==> src/rtl/axi_pkg.sv <==
// Constants and FSM state encodings shared by the AXI SRAM slave and its helpers.
package axi_pkg;

  localparam logic [1:0] RESP_OKAY  = 2'b00;
  localparam logic [1:0] BURST_INCR = 2'b01;

  typedef enum logic [1:0] {
    RD_IDLE,
    RD_REQ,
    RD_WAIT,
    RD_RESP
  } rd_state_t;

  typedef enum logic [1:0] {
    WR_IDLE,
    WR_DATA,
    WR_RESP
  } wr_state_t;

endpackage

==> src/rtl/axi_sram_slave_if.sv <==
// AXI3-style five-channel bus (4-bit IDs, 32-bit address/data) between a master and the SRAM slave.
interface axi_sram_slave_if;

  logic [3:0]  arid;
  logic [31:0] araddr;
  logic [7:0]  arlen;
  logic [2:0]  arsize;
  logic [1:0]  arburst;
  logic        arvalid;
  logic        arready;

  logic [3:0]  rid;
  logic [31:0] rdata;
  logic [1:0]  rresp;
  logic        rlast;
  logic        rvalid;
  logic        rready;

  logic [3:0]  awid;
  logic [31:0] awaddr;
  logic [7:0]  awlen;
  logic [2:0]  awsize;
  logic [1:0]  awburst;
  logic        awvalid;
  logic        awready;

  logic [3:0]  wid;
  logic [31:0] wdata;
  logic [3:0]  wstrb;
  logic        wlast;
  logic        wvalid;
  logic        wready;

  logic [3:0]  bid;
  logic [1:0]  bresp;
  logic        bvalid;
  logic        bready;

  modport master (
    output arid, araddr, arlen, arsize, arburst, arvalid, rready,
    output awid, awaddr, awlen, awsize, awburst, awvalid,
    output wid, wdata, wstrb, wlast, wvalid, bready,
    input  arready, rid, rdata, rresp, rlast, rvalid,
    input  awready, wready, bid, bresp, bvalid
  );

  modport slave (
    input  arid, araddr, arlen, arsize, arburst, arvalid, rready,
    input  awid, awaddr, awlen, awsize, awburst, awvalid,
    input  wid, wdata, wstrb, wlast, wvalid, bready,
    output arready, rid, rdata, rresp, rlast, rvalid,
    output awready, wready, bid, bresp, bvalid
  );

endinterface

==> src/rtl/axi_burst_addr_gen.sv <==
// INCR burst address step: advance the byte address by one beat of 2^size bytes.
module axi_burst_addr_gen (
  input  logic [31:0] addr,
  input  logic [2:0]  size,
  output logic [31:0] next_addr
);

  assign next_addr = addr + (32'd1 << size);

endmodule

==> src/rtl/axi_sram_slave.sv <==
// AXI slave in front of a single-port 32-bit SRAM: independent read and write FSMs,
// one outstanding burst each, write beats take the SRAM port ahead of reads.
module axi_sram_slave
  import axi_pkg::*;
#(
  parameter int ADDR_WIDTH = 16
) (
  input  logic                  clk,
  input  logic                  resetn,
  axi_sram_slave_if.slave       bus,
  output logic                  sram_en,
  output logic [3:0]            sram_we,
  output logic [ADDR_WIDTH-1:0] sram_addr,
  output logic [31:0]           sram_wdata,
  input  logic [31:0]           sram_rdata
);

  rd_state_t   rd_state, rd_next;
  wr_state_t   wr_state, wr_next;

  logic [3:0]  rd_id, wr_id;
  logic [31:0] rd_addr, rd_addr_nxt, wr_addr, wr_addr_nxt;
  logic [7:0]  rd_len, rd_beat, wr_len, wr_beat;
  logic [2:0]  rd_size, wr_size;
  logic [31:0] rd_data;
  logic        ar_hs, r_hs, aw_hs, w_hs;
  logic        unused_ok;

  axi_burst_addr_gen u_rd_addr_gen (.addr(rd_addr), .size(rd_size), .next_addr(rd_addr_nxt));
  axi_burst_addr_gen u_wr_addr_gen (.addr(wr_addr), .size(wr_size), .next_addr(wr_addr_nxt));

  // Burst type, wlast and wid carry no information: bursts end on the beat count.
  assign unused_ok = ^{bus.arburst == BURST_INCR, bus.awburst, bus.wid, bus.wlast};

  always_ff @(posedge clk) begin
    if (!resetn) begin
      rd_state <= RD_IDLE;
      wr_state <= WR_IDLE;
    end else begin
      rd_state <= rd_next;
      wr_state <= wr_next;
    end
  end

  always_ff @(posedge clk) begin
    if (!resetn) begin
      rd_id   <= '0;
      rd_addr <= '0;
      rd_len  <= '0;
      rd_size <= '0;
      rd_beat <= '0;
      rd_data <= '0;
      wr_id   <= '0;
      wr_addr <= '0;
      wr_len  <= '0;
      wr_size <= '0;
      wr_beat <= '0;
    end else begin
      if (ar_hs) begin
        rd_id   <= bus.arid;
        rd_addr <= bus.araddr;
        rd_len  <= bus.arlen;
        rd_size <= bus.arsize;
        rd_beat <= '0;
      end
      if (rd_state == RD_WAIT) begin
        rd_data <= sram_rdata;
      end
      if (r_hs && rd_beat != rd_len) begin
        rd_beat <= rd_beat + 8'd1;
        rd_addr <= rd_addr_nxt;
      end
      if (aw_hs) begin
        wr_id   <= bus.awid;
        wr_addr <= bus.awaddr;
        wr_len  <= bus.awlen;
        wr_size <= bus.awsize;
        wr_beat <= '0;
      end
      if (w_hs && wr_beat != wr_len) begin
        wr_beat <= wr_beat + 8'd1;
        wr_addr <= wr_addr_nxt;
      end
    end
  end

  // Write side is evaluated first so a read request can see whether the port is taken.
  always_comb begin
    rd_next     = rd_state;
    wr_next     = wr_state;
    ar_hs       = 1'b0;
    r_hs        = 1'b0;
    aw_hs       = 1'b0;
    w_hs        = 1'b0;
    bus.arready = 1'b0;
    bus.rvalid  = 1'b0;
    bus.rlast   = 1'b0;
    bus.rdata   = rd_data;
    bus.rid     = rd_id;
    bus.rresp   = RESP_OKAY;
    bus.awready = 1'b0;
    bus.wready  = 1'b0;
    bus.bvalid  = 1'b0;
    bus.bid     = wr_id;
    bus.bresp   = RESP_OKAY;
    sram_en     = 1'b0;
    sram_we     = '0;
    sram_addr   = '0;
    sram_wdata  = '0;

    case (wr_state)
      WR_IDLE: begin
        bus.awready = 1'b1;
        if (bus.awvalid) begin
          aw_hs   = 1'b1;
          wr_next = WR_DATA;
        end
      end
      WR_DATA: begin
        bus.wready = 1'b1;
        if (bus.wvalid) begin
          w_hs       = 1'b1;
          sram_en    = 1'b1;
          sram_we    = bus.wstrb;
          sram_addr  = wr_addr[ADDR_WIDTH+1:2];
          sram_wdata = bus.wdata;
          if (wr_beat == wr_len) wr_next = WR_RESP;
        end
      end
      WR_RESP: begin
        bus.bvalid = 1'b1;
        if (bus.bready) wr_next = WR_IDLE;
      end
      default: wr_next = WR_IDLE;
    endcase

    case (rd_state)
      RD_IDLE: begin
        bus.arready = 1'b1;
        if (bus.arvalid) begin
          ar_hs   = 1'b1;
          rd_next = RD_REQ;
        end
      end
      RD_REQ: begin
        if (!w_hs) begin
          sram_en   = 1'b1;
          sram_addr = rd_addr[ADDR_WIDTH+1:2];
          rd_next   = RD_WAIT;
        end
      end
      RD_WAIT: rd_next = RD_RESP;
      RD_RESP: begin
        bus.rvalid = 1'b1;
        bus.rlast  = (rd_beat == rd_len);
        if (bus.rready) begin
          r_hs    = 1'b1;
          rd_next = (rd_beat == rd_len) ? RD_IDLE : RD_REQ;
        end
      end
      default: rd_next = RD_IDLE;
    endcase

    if (!resetn) begin
      ar_hs       = 1'b0;
      r_hs        = 1'b0;
      aw_hs       = 1'b0;
      w_hs        = 1'b0;
      bus.arready = 1'b0;
      bus.rvalid  = 1'b0;
      bus.rlast   = 1'b0;
      bus.rdata   = '0;
      bus.rid     = '0;
      bus.awready = 1'b0;
      bus.wready  = 1'b0;
      bus.bvalid  = 1'b0;
      bus.bid     = '0;
      sram_en     = 1'b0;
      sram_we     = '0;
      sram_addr   = '0;
      sram_wdata  = '0;
    end
  end

endmodule

==> src/flat_wrapper.sv <==
// flat-port wrapper written by rule: the top's interface ports become plain ports
module axi_sram_slave_flat import axi_pkg::*;
#(
  parameter int ADDR_WIDTH = 16
)
  (clk, resetn, sram_en, sram_we, sram_addr, sram_wdata, sram_rdata, bus_arid, bus_araddr, bus_arlen, bus_arsize, bus_arburst, bus_arvalid, bus_rready, bus_awid, bus_awaddr, bus_awlen, bus_awsize, bus_awburst, bus_awvalid, bus_wid, bus_wdata, bus_wstrb, bus_wlast, bus_wvalid, bus_bready, bus_arready, bus_rid, bus_rdata, bus_rresp, bus_rlast, bus_rvalid, bus_awready, bus_wready, bus_bid, bus_bresp, bus_bvalid);
  axi_sram_slave_if bus_i ();
  input  logic clk;
  input  logic resetn;
  output logic sram_en;
  output logic [3:0] sram_we;
  output logic [ADDR_WIDTH-1:0] sram_addr;
  output logic [31:0] sram_wdata;
  input  logic [31:0] sram_rdata;
  input wire logic [$bits(bus_i.arid)-1:0] bus_arid;
  input wire logic [$bits(bus_i.araddr)-1:0] bus_araddr;
  input wire logic [$bits(bus_i.arlen)-1:0] bus_arlen;
  input wire logic [$bits(bus_i.arsize)-1:0] bus_arsize;
  input wire logic [$bits(bus_i.arburst)-1:0] bus_arburst;
  input wire logic [$bits(bus_i.arvalid)-1:0] bus_arvalid;
  input wire logic [$bits(bus_i.rready)-1:0] bus_rready;
  input wire logic [$bits(bus_i.awid)-1:0] bus_awid;
  input wire logic [$bits(bus_i.awaddr)-1:0] bus_awaddr;
  input wire logic [$bits(bus_i.awlen)-1:0] bus_awlen;
  input wire logic [$bits(bus_i.awsize)-1:0] bus_awsize;
  input wire logic [$bits(bus_i.awburst)-1:0] bus_awburst;
  input wire logic [$bits(bus_i.awvalid)-1:0] bus_awvalid;
  input wire logic [$bits(bus_i.wid)-1:0] bus_wid;
  input wire logic [$bits(bus_i.wdata)-1:0] bus_wdata;
  input wire logic [$bits(bus_i.wstrb)-1:0] bus_wstrb;
  input wire logic [$bits(bus_i.wlast)-1:0] bus_wlast;
  input wire logic [$bits(bus_i.wvalid)-1:0] bus_wvalid;
  input wire logic [$bits(bus_i.bready)-1:0] bus_bready;
  output wire logic [$bits(bus_i.arready)-1:0] bus_arready;
  output wire logic [$bits(bus_i.rid)-1:0] bus_rid;
  output wire logic [$bits(bus_i.rdata)-1:0] bus_rdata;
  output wire logic [$bits(bus_i.rresp)-1:0] bus_rresp;
  output wire logic [$bits(bus_i.rlast)-1:0] bus_rlast;
  output wire logic [$bits(bus_i.rvalid)-1:0] bus_rvalid;
  output wire logic [$bits(bus_i.awready)-1:0] bus_awready;
  output wire logic [$bits(bus_i.wready)-1:0] bus_wready;
  output wire logic [$bits(bus_i.bid)-1:0] bus_bid;
  output wire logic [$bits(bus_i.bresp)-1:0] bus_bresp;
  output wire logic [$bits(bus_i.bvalid)-1:0] bus_bvalid;
  assign bus_i.arid = bus_arid;
  assign bus_i.araddr = bus_araddr;
  assign bus_i.arlen = bus_arlen;
  assign bus_i.arsize = bus_arsize;
  assign bus_i.arburst = bus_arburst;
  assign bus_i.arvalid = bus_arvalid;
  assign bus_i.rready = bus_rready;
  assign bus_i.awid = bus_awid;
  assign bus_i.awaddr = bus_awaddr;
  assign bus_i.awlen = bus_awlen;
  assign bus_i.awsize = bus_awsize;
  assign bus_i.awburst = bus_awburst;
  assign bus_i.awvalid = bus_awvalid;
  assign bus_i.wid = bus_wid;
  assign bus_i.wdata = bus_wdata;
  assign bus_i.wstrb = bus_wstrb;
  assign bus_i.wlast = bus_wlast;
  assign bus_i.wvalid = bus_wvalid;
  assign bus_i.bready = bus_bready;
  assign bus_arready = bus_i.arready;
  assign bus_rid = bus_i.rid;
  assign bus_rdata = bus_i.rdata;
  assign bus_rresp = bus_i.rresp;
  assign bus_rlast = bus_i.rlast;
  assign bus_rvalid = bus_i.rvalid;
  assign bus_awready = bus_i.awready;
  assign bus_wready = bus_i.wready;
  assign bus_bid = bus_i.bid;
  assign bus_bresp = bus_i.bresp;
  assign bus_bvalid = bus_i.bvalid;
  axi_sram_slave #(.ADDR_WIDTH(ADDR_WIDTH)) u_core (.clk(clk), .resetn(resetn), .bus(bus_i), .sram_en(sram_en), .sram_we(sram_we), .sram_addr(sram_addr), .sram_wdata(sram_wdata), .sram_rdata(sram_rdata));
endmodule
==> config.mk <==
export PLATFORM = sky130hd
export DESIGN_NAME = axi_sram_slave_flat
export DESIGN_NICKNAME = d
export VERILOG_FILES = /design/src/rtl/axi_pkg.sv /design/src/rtl/axi_sram_slave_if.sv /design/src/rtl/axi_burst_addr_gen.sv /design/src/rtl/axi_sram_slave.sv /design/src/flat_wrapper.sv
export SDC_FILE = /design/constraint.sdc
export NUM_CORES = 1
export LEC_CHECK = 0
export ABC_AREA = 1
export CORE_MARGIN = 8
export CORE_UTILIZATION = 35
export CTS_CLUSTER_SIZE = 20
export DETAILED_ROUTE_END_ITERATION = 10
export PLACE_DENSITY = 0.64
export REMOVE_ABC_BUFFERS = 1
export SLEW_MARGIN = 40
export SYNTH_ARGS = -nofsm -noshare
export SYNTH_HDL_FRONTEND = slang
export SYNTH_SLANG_ARGS = --single-unit
==> constraint.sdc <==
create_clock -name clk -period 3 [get_ports clk]
set_input_delay 0.9 -clock clk [delete_from_list [all_inputs] [get_ports clk]]
set_output_delay 0.9 -clock clk [all_outputs]
set_load 0.05 [all_outputs]
==> results by group, run 1 <==
Status
  • Status: finished clean

Pwr
  • Pwr per Cell Area: 537 mW/mm²
  • Leak: 0.00558 µW
  • Worst VDD drop: 0.334 mV

Floorplanning
  • Initial Util: 35.7%
  • Die Area: 0.0264 mm²
  • Die W: 162 µm
  • Core area: 0.0210 mm²
  • I/O pin total: 281
  • Die Y: 162 µm
  • Row count: 53

Route
  • Final WL: 25.6 mm
  • Pre-Repair DR Iteration Count: 5
  • Vias/cell: 4.67
  • Remaining DRCs: 0
  • Routed vias: 8270
  • Drt wl/cell: 14.5 µm
  • DRT antenna net count: 0
  • Initial drt markers: 457

STA
  • Slew margin rel.: 55.9%
  • Hold_ws: 0.476 ns
  • Max-slew violations: 0
  • Clock skew: 0.0103 ns
  • Hold Fails Final Rpt: 0
  • Fmax: 343 MHz
  • Period Utilization, post-route: 97.2%
  • Setup Viol. Count Final: 0
  • Worst-Margin Slew: 0.660 ns
  • Min Tclk post-route: 2.92 ns
  • Setup TNS Final: 0 ns

Clocking
  • # hold bufs at CTS: 0
  • Num CTS Buffers: 17
  • Max Buffers Root-to-Sink: 2
  • Clock Latency Late Sink: 0.42 ns
  • TritonCTS clock tree: done
  • CTS root buf: clkbuf_16
  • Clock transition at path regs: 0.06 ns
  • Clock sink total: 118
  • H-tree depth: 4

Yosys
  • Syn Area/Cell: 6.04 µm²
  • XOR/XNOR share of the synthesized area: 2.45%
  • Ys Warns: 0
  • Post-synthesis adder-cell area fraction: 4.37%
  • Post-synthesis compound-gate area fraction: 13.2%
  • Post-Synthesis Cells: 1242
  • Yosys reg bits: 118
  • Simple logic cell fraction of the synthesized area: 35.2%
  • Library cells used by synthesis: 35
  • Mux contribution to synthesized area: 0%
  • Area of the mapped netlist: 0.00750 mm²
  • Largest family of logic cells by synthesized area: simple AND/OR/NAND/NOR gates
  • Sequential share of the synthesized area: 31.5%

GRT
  • Vias in the first global route: 7829
  • GRT Util Overall: 19.3%
  • Global-route wire length before repair: 41.0 mm
  • Initial antenna violation count: 0
  • Largest net degree at the start of global routing: 66
  • GRT overflow: 0

Cells and area
  • Nets@finish: 1687
  • Area added between synthesis and finish: 61.6%
  • Layout cells sized above 1: 15.0%
  • Most frequent cells in the layout: 362 x nand2_1, 183 x inv_1, 138 x clkdlybuf4s50_1
  • Multi-input gate area: 0.00434 mm²
  • Filler cells: 1929
  • Commonest non-fill, non-tap cell in the layout: nand2_1
  • Sequential cell area: 0.00236 mm²
  • Diode count: 0
  • Final Non-Filler Cells: 1771

Setup path
  • Worst Path Arrival: 2.02 ns
  • Crit path kind: in -> out
  • Req. time, crit path: 2.10 ns
  • Critical Path Start Type: input port
  • CP endpoint kind: output port
  • Crit-path max FO: 15

Job
  • Max-Cap Viols: 0

Placed design
  • GPL Wtd Cong: 0.901
  • Detailed placer's ending HPWL: 19.5 mm
  • DP Cell Count: 1730
  • PortBufs: 239

Worst hold path
  • Hold crit path type: reg -> reg
[flip-flops by register name (all words and copies together) (netlist names), 3 cells and up]
register / cells
u_core.rd_addr: 18
u_core.rd_beat: 8
u_core.wr_len: 8
u_core.rd_id: 4
u_core.rd_data: 32
u_core.rd_size: 3
u_core.wr_id: 4
u_core.rd_len: 8
u_core.wr_beat: 8
u_core.wr_size: 3
u_core.wr_addr: 18
[per-stage QoR]
step	total power [µW]	utilization [%]	cell area [µm²]	worst slack, ns
after floorplan	3330	-	7230	-0.410
after global placement	4440	53.3	11200	-0.119
after detailed placement	4480	53.3	11200	-0.172
after CTS	6550	57.5	12100	0.00350
after global routing	6870	57.7	12100	-0.00736
final	6510	57.7	12100	0.0845
[synth_stat cells]
library cell,count,share of area [%]
nand2_1,362,18
inv_1,184,9.2
nor2_1,155,7.8
dfxtp_1,118,31
o21ai_0,102,6.8
a21oi_1,76,5.1
nand3_1,67,4.5
clkbuf_1,29,1.5
nor3_1,29,1.9
ha_1,23,3.8
xor2_1,17,2.0
nand4_1,11,0.92
buf_2,7,0.47
a21boi_0,6,0.60
buf_1,6,0.30
buf_4,6,0.60
buf_6,6,0.90
inv_2,5,0.25
nor2_2,4,0.33
nor2_4,4,0.60
xnor2_1,4,0.47
a21o_1,3,0.30
fa_1,2,0.53
nand2_2,2,0.17
o21ai_1,2,0.13
o22ai_1,2,0.17
or2_2,2,0.17
a31oi_1,1,0.083
and2_1,1,0.083
clkbuf_2,1,0.067
conb_1,1,0.050
nand3b_1,1,0.10
nor2_8,1,0.27
nor3_4,1,0.22
nor4_1,1,0.083
[logic make-up (layout without fill, tap and decap cells)]
group,after synthesis,after routing
flip-flops,118,118
adder cells (fa/ha/maj),25,25
XOR/XNOR,21,21
buffers and inverters,244,495
other,1,4
AND/OR/NAND/NOR,641,641
AO/OA/AOI/OAI,192,192
[power by group]
| part | switching, µW | total (µW) | internal [µW] |
|---|---|---|---|
| clock network | 767 | 2010 | 1240 |
| logic | 1410 | 2450 | 1040 |
| registers | 200 | 2050 | 1850 |
| total | 2380 | 6510 | 4130 |
[final timing paths]
path / start / endpoint / slack (ns) / cells past startpoint
max: bus_wvalid / sram_addr[8] / 0.08 / 8
min: u_core.wr_beat[6]$_SDFFE_PN0P_ / u_core.wr_beat[6]$_SDFFE_PN0P_ / 0.48 / 2
max reg2reg: u_core.rd_size[0]$_SDFFE_PN0P_ / u_core.rd_addr[8]$_SDFFE_PN0P_ / 0.58 / 13
min reg2reg: u_core.wr_beat[6]$_SDFFE_PN0P_ / u_core.wr_beat[6]$_SDFFE_PN0P_ / 0.48 / 2
[critical path, cell delays in order]
cell,delay (ns)
dlygate4sd2_1,0.23
nand2_2,0.08
buf_6,0.14
buf_12,0.13
o21ai_0,0.17
a21oi_1,0.06
buf_4,0.15
buf_12,0.14
[per-layer routing]
metal | part of all wire, % | track usage [%] | vias up
met5 | 0 | 0 | -
li1 | - | - | 4337
met2 | 53 | 34.8 | 161
met3 | 4.1 | 3.67 | 29
met4 | 1.9 | 6.27 | 0
met1 | 41 | 22.5 | 3743
[what timing repair did]
item,CTS,global route
pin swaps,2,2
setup endpoints to repair,53,19
resized for setup,60,4
cloned,1,1
buffers inserted,8,1
[final cells by class]
class	count	area share [%]
flip-flops and latches	118	19.5
inverters	189	5.87
clock buffers	20	3.68
clock inverters	11	1.05
multi-input cells	883	35.8
well taps	275	2.84
repair buffers	275	31.3
(Power assumes the default switching activity.)
==> run 2, diff against run 1 <==
==> constraint.sdc (replaced) <==
create_clock -name clk -period 3.1 [get_ports clk]
set_input_delay 0.93 -clock clk [delete_from_list [all_inputs] [get_ports clk]]
set_output_delay 0.93 -clock clk [all_outputs]
set_load 0.05 [all_outputs]
==> results by group, run 2 (same netlist as run 1, synthesis figures left out) <==
Status
  • Status: finished clean

GRT
  • Largest net degree at the start of global routing: 76
  • Initial antenna violation count: 0
  • GRT Util Overall: 18.9%
  • Vias in the first global route: 7634
  • Global-route wire length before repair: 40.3 mm
  • GRT overflow: 0

Cells and area
  • Sequential cell area: 0.00236 mm²
  • Commonest non-fill, non-tap cell in the layout: nand2_1
  • Diode count: 0
  • Layout cells sized above 1: 14.5%
  • Max reg flops: 32
  • Nets@finish: 1682
  • Area added between synthesis and finish: 60.1%
  • Filler cells: 1963
  • Final Non-Filler Cells: 1767
  • Most frequent cells in the layout: 362 x nand2_1, 183 x inv_1, 138 x clkdlybuf4s50_1
  • Multi-input gate area: 0.00434 mm²
  • Regs by FF count: u_core.rd_data: 32 flops, u_core.rd_addr: 18 flops, u_core.wr_addr: 18 flops
  • Largest reg by FF count: u_core.rd_data

Clocking
  • Clock transition at path regs: 0.06 ns
  • Clock Latency Late Sink: 0.42 ns
  • Num CTS Buffers: 17
  • # hold bufs at CTS: 0
  • Max Buffers Root-to-Sink: 2
  • Clock sink total: 118
  • CTS root buf: clkbuf_16
  • TritonCTS clock tree: done
  • H-tree depth: 4

Floorplanning
  • Die W: 162 µm
  • Die Y: 162 µm
  • I/O pin total: 281
  • Die Area: 0.0264 mm²
  • Core area: 0.0210 mm²
  • Initial Util: 35.7%
  • Row count: 53

Route
  • Pre-Repair DR Iteration Count: 5
  • Drt wl/cell: 14.2 µm
  • DRT antenna net count: 0
  • Final WL: 25.2 mm
  • Routed vias: 8256
  • Vias/cell: 4.67
  • Initial drt markers: 479
  • Remaining DRCs: 0

Placed design
  • PortBufs: 239
  • Dpl ws: -0.116 ns
  • Detailed placer's ending HPWL: 19.2 mm
  • DP Cell Count: 1731
  • GPL Wtd Cong: 0.895

Setup path
  • Req. time, crit path: 2.17 ns
  • FF-to-FF path depth: 13
  • Worst Path Arrival: 2.06 ns
  • CP endpoint kind: output port
  • Crit-path max FO: 9
  • Crit path kind: in -> out
  • Critical Path Start Type: input port

Job
  • Max-Cap Viols: 0

STA
  • Fmax: 335 MHz
  • Final setup margin: 0.112 ns
  • Min Tclk post-route: 2.99 ns
  • Hold Fails Final Rpt: 0
  • Period Utilization, post-route: 96.4%
  • Worst-Margin Slew: 0.576 ns
  • Clock skew: 0.00996 ns
  • RSZ-0062 raised after global routing: false
  • Setup Viol. Count Final: 0
  • Slew margin rel.: 61.6%
  • Max-slew violations: 0

Pwr
  • Worst VDD drop: 0.358 mV
  • Pwr per Cell Area: 513 mW/mm²
  • Leak: 0.00552 µW
  • Total Power: 6160 µW

Worst hold path
  • Hold Path Stages: 2
  • Hold crit path type: reg -> reg
[run 2: cell types whose count changed in the layout (fill, tap and decap cells not counted), sizes merged]
cell,before,now
buf,135,130
clkinv,5,7
inv,190,189
bufbuf,0,1
clkbuf,21,19
clkinvlp,3,5
bufinv,2,1
[run 2: stage by stage]
step | hold WS, ns | instance area (µm²) | TNS, ns | util [%]
floorplan | 0.435 | 7230 | -10.54 | -
finish | 0.476 | 12000 | 0 | 57.1
global placement | 0.449 | 11200 | -2.49 | 53.3
CTS | 0.479 | 12000 | 0 | 57.1
detailed placement | 0.465 | 11200 | -3.47 | 53.3
global route | 0.496 | 12000 | 0 | 57.1
[run 2: timing repair]
item                       4_1_cts  5_1_grt
setup buffers                    2        0
resized for setup               59        0
setup endpoints to repair       50        0
[run 2: worst max-delay path, stage by stage]
cell and delay (ns):
dlygate4sd2_1 0.24, nand2_2 0.11, nor2_4 0.15, inv_4 0.07, bufbuf_16 0.30, nor2_4 0.12
buf_12 0.14
[run 2: power by group]
| part | switching (µW) | internal (µW) |
|---|---|---|
| Sequential | 193 | 1790 |
| Combinational | 1350 | 994 |
| Clock | 738 | 1090 |
[run 2: worst paths after layout]
| path | startpoint | endpoint | slack [ns] |
|---|---|---|---|
| setup / recovery | bus_wvalid | sram_wdata[16] | 0.11 |
| setup reg to reg | u_core.rd_size[0]$_SDFFE_PN0P_ | u_core.rd_addr[8]$_SDFFE_PN0P_ | 0.70 |
| hold reg to reg | u_core.rd_len[7]$_SDFFE_PN0P_ | u_core.rd_len[7]$_SDFFE_PN0P_ | 0.48 |
| hold / removal | u_core.rd_len[7]$_SDFFE_PN0P_ | u_core.rd_len[7]$_SDFFE_PN0P_ | 0.48 |
[run 2: routing by layer]
metal	routed length (µm)	vias up	GRT usage (%)
met5	0	-	0
met1	10400	3720	22.6
met2	13100	167	33.3
li1	-	4336	-
met3	1110	33	3.49
met4	573	0	6.82
[run 2: final cells by class]
class | count | share of cell area, %
well taps | 275 | 2.87
flip-flops and latches | 118 | 19.7
repair buffers | 270 | 30.9
clock inverters | 13 | 0.917
multi-input cells | 883 | 36.1
inverters | 189 | 5.93
clock buffers | 19 | 3.60
